`config.mk`:
```
export PLATFORM = sky130hd
export DESIGN_NAME = muldiv_unit
export DESIGN_NICKNAME = d
export VERILOG_FILES = /design/src/rtl/muldiv_unit.sv
export SDC_FILE = /design/constraint.sdc
export NUM_CORES = 1
export LEC_CHECK = 0
export CAP_MARGIN = 20
export CORE_UTILIZATION = 50
export DETAILED_ROUTE_END_ITERATION = 6
export GPL_TIMING_DRIVEN = 0
export PLACE_DENSITY_LB_ADDON = 0.08
export SYNTH_ARGS = -nofsm -noshare
export SYNTH_HDL_FRONTEND = slang
export SYNTH_SLANG_ARGS = --single-unit
```
`constraint.sdc`:
```
create_clock -name clk -period 8.9 [get_ports clk]
set_input_delay 1.78 -clock clk [delete_from_list [all_inputs] [get_ports clk]]
set_output_delay 1.78 -clock clk [all_outputs]
set_load 0.03 [all_outputs]
```
`src/rtl/muldiv_unit.sv`:
```
// Purpose: iterative RV32M multiply/divide (MUL/MULH/MULHSU/MULHU/DIV/DIVU/REM/REMU), radix-2 shift-add and restoring divide.
// Latency: done 34 cycles after the accepting edge (busy for 33 cycles); divide-by-zero / signed overflow: done 1 cycle after.
// Backpressure: start is sampled only while ready (IDLE or DONE); start while busy is ignored; flush aborts to IDLE without done.
//
// Ports:
//   clk, reset      - clock, synchronous active-high reset
//   start, op       - request and funct3 opcode, sampled when ready=1
//   in_a, in_b      - rs1 (dividend / multiplicand), rs2 (divisor / multiplier)
//   flush           - abort the in-flight operation, drops a same-cycle start
//   ready/busy/done - state-derived status; done is a one-cycle pulse
//   result          - registered result, held until the next accepted start completes
module muldiv_unit #(
  parameter int XLEN = 32
) (
  input  logic            clk,
  input  logic            reset,
  input  logic            start,
  input  logic [2:0]      op,
  input  logic [XLEN-1:0] in_a,
  input  logic [XLEN-1:0] in_b,
  input  logic            flush,
  output logic            ready,
  output logic            busy,
  output logic            done,
  output logic [XLEN-1:0] result
);

  localparam logic [2:0] OP_MUL    = 3'b000;
  localparam logic [2:0] OP_MULH   = 3'b001;
  localparam logic [2:0] OP_MULHSU = 3'b010;
  localparam logic [2:0] OP_MULHU  = 3'b011;
  localparam logic [2:0] OP_DIV    = 3'b100;
  localparam logic [2:0] OP_DIVU   = 3'b101;
  localparam logic [2:0] OP_REM    = 3'b110;
  localparam logic [2:0] OP_REMU   = 3'b111;

  typedef enum logic [1:0] {S_IDLE, S_CALC, S_FIX, S_DONE} state_t;

  state_t              state_q, state_d;
  logic [5:0]          cnt_q, cnt_d;
  logic [2:0]          op_q, op_d;
  logic                sign_a_q, sign_a_d;
  logic                sign_b_q, sign_b_d;
  // Multiplicand for multiplies, divisor for divides.
  logic [XLEN-1:0]     opnd_q, opnd_d;
  // Multiply: {partial product high, multiplier shifting out LSB-first}.
  // Divide:   {partial remainder, dividend shifting out MSB-first / quotient shifting in}.
  logic [2*XLEN-1:0]   acc_q, acc_d;
  logic [XLEN-1:0]     result_q, result_d;

  // Accept-time decode
  logic                in_sign_a, in_sign_b;
  logic [XLEN-1:0]     mag_a, mag_b;
  logic                div_zero, div_ovf;

  // Iteration datapath
  logic [XLEN:0]       mul_sum;
  logic [2*XLEN-1:0]   mul_next;
  logic [XLEN:0]       div_shift;
  logic                div_ge;
  logic [2*XLEN-1:0]   div_next;

  // Sign fix-up
  logic [2*XLEN-1:0]   prod_fix;
  logic [XLEN-1:0]     quot_fix, rem_fix;

  always_comb begin
    in_sign_a = in_a[XLEN-1] & ((op == OP_MULH) || (op == OP_MULHSU) || (op == OP_DIV) || (op == OP_REM));
    in_sign_b = in_b[XLEN-1] & ((op == OP_MULH) || (op == OP_DIV) || (op == OP_REM));
    // -0x8000_0000 wraps to 0x8000_0000, which read unsigned is the correct magnitude 2^31.
    mag_a     = in_sign_a ? -in_a : in_a;
    mag_b     = in_sign_b ? -in_b : in_b;
    div_zero  = op[2] && (in_b == '0);
    div_ovf   = ((op == OP_DIV) || (op == OP_REM)) &&
                (in_a == {1'b1, {(XLEN-1){1'b0}}}) && (in_b == '1);

    mul_sum   = {1'b0, acc_q[2*XLEN-1:XLEN]} + (acc_q[0] ? {1'b0, opnd_q} : '0);
    mul_next  = {mul_sum, acc_q[XLEN-1:1]};

    // Trial subtract: shifted remainder is XLEN+1 bits; when it is >= divisor the
    // difference is below the divisor, so the low XLEN bits hold it exactly.
    div_shift = {acc_q[2*XLEN-1:XLEN], acc_q[XLEN-1]};
    div_ge    = div_shift >= {1'b0, opnd_q};
    div_next  = div_ge ? {div_shift[XLEN-1:0] - opnd_q, acc_q[XLEN-2:0], 1'b1}
                       : {div_shift[XLEN-1:0], acc_q[XLEN-2:0], 1'b0};

    prod_fix  = (sign_a_q ^ sign_b_q) ? -acc_q : acc_q;
    quot_fix  = (sign_a_q ^ sign_b_q) ? -acc_q[XLEN-1:0] : acc_q[XLEN-1:0];
    rem_fix   = sign_a_q ? -acc_q[2*XLEN-1:XLEN] : acc_q[2*XLEN-1:XLEN];
  end

  always_comb begin
    state_d  = state_q;
    cnt_d    = cnt_q;
    op_d     = op_q;
    sign_a_d = sign_a_q;
    sign_b_d = sign_b_q;
    opnd_d   = opnd_q;
    acc_d    = acc_q;
    result_d = result_q;

    if (flush) begin
      state_d = S_IDLE;
    end else begin
      case (state_q)
        S_IDLE, S_DONE: begin
          if (start) begin
            op_d     = op;
            sign_a_d = in_sign_a;
            sign_b_d = in_sign_b;
            cnt_d    = '0;
            opnd_d   = op[2] ? mag_b : mag_a;
            acc_d    = {{XLEN{1'b0}}, (op[2] ? mag_a : mag_b)};
            if (div_zero) begin
              result_d = op[1] ? in_a : '1;
              state_d  = S_DONE;
            end else if (div_ovf) begin
              result_d = op[1] ? '0 : {1'b1, {(XLEN-1){1'b0}}};
              state_d  = S_DONE;
            end else begin
              state_d  = S_CALC;
            end
          end else if (state_q == S_DONE) begin
            state_d = S_IDLE;
          end
        end
        S_CALC: begin
          acc_d = op_q[2] ? div_next : mul_next;
          cnt_d = cnt_q + 6'd1;
          if (cnt_q == 6'd31) begin
            state_d = S_FIX;
          end
        end
        S_FIX: begin
          case (op_q)
            OP_MUL:                       result_d = prod_fix[XLEN-1:0];
            OP_MULH, OP_MULHSU, OP_MULHU: result_d = prod_fix[2*XLEN-1:XLEN];
            OP_DIV, OP_DIVU:              result_d = quot_fix;
            OP_REM, OP_REMU:              result_d = rem_fix;
            default:                      result_d = result_q;
          endcase
          state_d = S_DONE;
        end
        default: state_d = S_IDLE;
      endcase
    end
  end

  always_ff @(posedge clk) begin
    if (reset) begin
      state_q  <= S_IDLE;
      cnt_q    <= '0;
      op_q     <= '0;
      sign_a_q <= 1'b0;
      sign_b_q <= 1'b0;
      opnd_q   <= '0;
      acc_q    <= '0;
      result_q <= '0;
    end else begin
      state_q  <= state_d;
      cnt_q    <= cnt_d;
      op_q     <= op_d;
      sign_a_q <= sign_a_d;
      sign_b_q <= sign_b_d;
      opnd_q   <= opnd_d;
      acc_q    <= acc_d;
      result_q <= result_d;
    end
  end

  assign ready  = (state_q == S_IDLE) || (state_q == S_DONE);
  assign busy   = (state_q == S_CALC) || (state_q == S_FIX);
  assign done   = (state_q == S_DONE);
  assign result = result_q;

endmodule

```
==> results.txt <==
* Required time of the critical path: 9.21 ns
- Global routing used 44.0% of the available tracks.
- Number of DRC violations after detailed-routing iteration 0: 2,639
- Mean instance size in the synthesized netlist: 7.02 um^2
* Post-CTS Repair Setup Buffers: 0
- The floorplan has 62 rows.
* TritonCTS buffer count: 17
- After clock tree synthesis, the clock-pin slew on the worst setup and hold paths is 0.08 ns.
* Worst Setup End Kind: register
- Static Leak: 6.59 nW
- The final route contains 18,000 vias.
* Largest voltage drop on the vdd net: 0.150 mV
- In this run, synthesis produced a sequential element count of 141.
- Setup repair after global routing left no endpoint under its margin.
- Layout cells sized above 1: 4.16%
- Clock Skews: 0.0203 ns
* Worst setup path category: in2reg
* Vias per cell: 6.83
* Period Utilization, post-route: 61.9%
* Global placer's final weighted congestion: 1.09
- In the routed design, unresolved DRC markers number 19.
* Area after DPL: 16,400 um^2
- 106 I/O pins were placed.
- Slew at the pin closest to its max-slew limit: 1.20 ns
- The first global-routing pass estimated 101,000 um of wire.
- Most common cell after layout, fill and taps aside: sky130_fd_sc_hd__nor2_1
- Class of the tightest hold or removal check: reg2reg
- The pre-antenna-repair detailed-routing pass consisted of 7 iterations.
* Number of hold buffers added after cts: 0
* Synth warnings: 0
- TritonCTS built the clock tree.
* CP startpoint kind: primary input
* Largest buffer count on any clock path: 2
* Max Slew Vio Count: 0
- In this run the most critical hold path is launched from opnd_q[18]$_SDFFE_PP0P_.
- For the worst-skew pair, the clock arrives at the later sink with an insertion delay of 0.46 ns.
- Post-Syn Area: 14,900 um^2
- Setup violations remaining at the end of the flow were counted as 0.
* # H-tree levels: 4
- The top cell types in the final layout, fill and taps aside, are sky130_fd_sc_hd__nor2_1 (225), sky130_fd_sc_hd__a21oi_1 (198), sky130_fd_sc_hd__nand2_1 (186), sky130_fd_sc_hd__o21ai_0 (181), sky130_fd_sc_hd__dfxtp_1 (141).
- Across the run, the number of max-cap violations was 0.
- Sequential cells were found to cover 19.0% of the synthesized design area.
- Sink count of the clock tree: 141
- Final Instance Area: 17,000 um^2
- Die extent in y: 175 um
- Subtracting the final worst setup slack from the clock period gives 5.51 ns.
- After floorplanning, the core was sized to cover 29,000 um^2.
* Quantity of gates resized following cts: 0
- Number of nets with antenna violations after detailed routing: 0
- The die covers 30,500 um^2.
- Summed over all layers, the routed wires come to 68,300 um.
- Async SR Flop Fraction: 0%
- DR WL/cell: 25.8 um
- Count of endpoints failing hold in the final timing report: 0
- Clock tree root buffer cell: sky130_fd_sc_hd__clkbuf_16
- Via count of the first global-routing pass: 16,200
* Most instantiated flip-flop cell in the synthesis netlist: sky130_fd_sc_hd__dfxtp_1
- In this run the tightest slew margin relative to its limit is 20.0%.
* Synth-to-layout area growth: 14.4%
- Achievable clock frequency: 0.182 GHz
- TNS Setup: 0 ns
- Synthesis produced 2,121 cells.
- Critical Path Fanout Max: 10
- Global routing finished with a remaining overflow of 0.
- Counting distinct cell types in the post-synthesis netlist gives 80.
* Total number of nets in the final design: 2,393
* Number of antenna violations at the first check in global routing: 3
- Placed wire-length estimate after detailed placement: 53,800 um
* Post-synth EDFFs: 0
* Syn_nets: 2,268
- Result of the run: finished with violations
- In this run the worst setup path begins at in_b[7].
- Failing checks: DRC
- Entering global routing, the biggest net connects 17 pins.
- Initial core utilization: 51.3%
- Quantity of I/O buffers inserted on ports: 104
- Die W: 175 um
* Crit path arrival time: 5.81 ns
- In this run the critical register-to-register path is launched from acc_q[0]$_SDFFE_PP0P_.
* Pwr per Cell Area: 130 nW/um^2
==> report_power, final <==
part | internal, W | switching, W | total (W)
Sequential | 0.000658 | 0.0000303 | 0.000688
Combinational | 0.000246 | 0.000475 | 0.000721
Clock | 0.000429 | 0.000376 | 0.000806
Total | 0.00133 | 0.000882 | 0.00221
==> synth_stat cells (all sizes together), types with 5 or more instances <==
| cell | instances | area (um^2) |
|---|---|---|
| a2111oi | 6 | 71.3 |
| a211oi | 64 | 485 |
| a21o | 36 | 270 |
| a21oi | 198 | 991 |
| a221oi | 10 | 113 |
| a22oi | 18 | 135 |
| a31oi | 32 | 200 |
| and2 | 30 | 188 |
| and3 | 17 | 106 |
| and4 | 7 | 61.3 |
| buf | 23 | 110 |
| clkbuf | 128 | 480 |
| dfxtp | 141 | 2820 |
| ha | 74 | 926 |
| inv | 75 | 282 |
| mux2 | 24 | 270 |
| mux2i | 39 | 390 |
| nand2 | 186 | 698 |
| nand2b | 24 | 150 |
| nand3 | 55 | 275 |
| nand4 | 30 | 194 |
| nor2 | 225 | 845 |
| nor2b | 10 | 62.6 |
| nor3 | 58 | 323 |
| nor3b | 7 | 52.6 |
| nor4 | 25 | 178 |
| nor4b | 5 | 43.8 |
| o211ai | 33 | 248 |
| o21a | 12 | 90.1 |
| o21ai | 183 | 916 |
| o21bai | 10 | 75.1 |
| o221ai | 17 | 149 |
| o22ai | 20 | 125 |
| o31ai | 23 | 173 |
| o41ai | 8 | 70.1 |
| or2 | 6 | 37.5 |
| or3 | 17 | 106 |
| or4 | 14 | 109 |
| xnor2 | 106 | 928 |
| xor2 | 72 | 631 |
==> per-stage QoR <==
stage	power, W	utilization (%)	hold slack (ns)	setup slack, ns	cells
after floorplan	0.00113	-	0.432	4.62	2121
after global placement	0.00138	56.5	0.443	3.17	2609
after detailed placement	0.00139	56.5	0.445	3.11	2609
after CTS	0.00217	58.7	0.454	3.56	2641
after global routing	0.00226	58.7	0.472	3.25	2643
final	0.00221	58.7	0.458	3.39	2644
==> critical path: stages <==
cell                              delay, ns
sky130_fd_sc_hd__clkdlybuf4s50_1       0.55
sky130_fd_sc_hd__or4_4                 0.58
sky130_fd_sc_hd__nor4_4                0.44
sky130_fd_sc_hd__nand4_2               0.32
sky130_fd_sc_hd__nor3_4                0.49
sky130_fd_sc_hd__nor3_2                0.12
sky130_fd_sc_hd__nor3_2                0.68
sky130_fd_sc_hd__buf_2                 0.35
sky130_fd_sc_hd__o221ai_1              0.26
sky130_fd_sc_hd__o22ai_1               0.18
sky130_fd_sc_hd__nor2_1                0.05
==> kinds of logic after synthesis <==
group,after synthesis,synth area share (%)
xor+xnor,178,10.5
fa+ha+maj,76,6.49
buf+inv,226,5.86
simple gates,724,23.5
mux,63,4.44
flops,141,19.0
compound gates,713,30.2
==> metal layers <==
metal	track usage (%)	routed length, um	up-vias
met4	23.0	4060	0
met2	63.1	27900	1300
met5	0	0	-
met3	11.1	8670	258
li1	-	-	8025
met1	60.3	27700	8463
==> sequential cells by signal, indices dropped and copies added (netlist names) <==
signal and cells:
opnd_q 32, sign_a_q 1, acc_q 64, sign_b_q 1, state_q 2, cnt_q 6, result 32, op_q 3
==> final cells by class <==
type | instances | area [um^2]
Fill cell | 2891 | 12000
Inverter | 75 | 282
Tap cell | 384 | 480
Multi-Input combinational cell | 1754 | 11200
Sequential cell | 141 | 2820
Timing Repair Buffer | 106 | 1050
Clock buffer | 17 | 425
Clock inverter | 15 | 189
Buffer | 151 | 591
Antenna cell | 1 | 2.50
==> worst paths after layout <==
check,endpoint,slack [ns],cells after the start
hold reg to reg,opnd_q[18]$_SDFFE_PP0P_,0.46,2
setup reg to reg,acc_q[61]$_SDFFE_PP0P_,4.07,14
setup / recovery,result[8]$_SDFFE_PP0P_,3.39,11
hold / removal,opnd_q[18]$_SDFFE_PP0P_,0.46,2
Note: power is estimated with default switching activity, not from simulation.
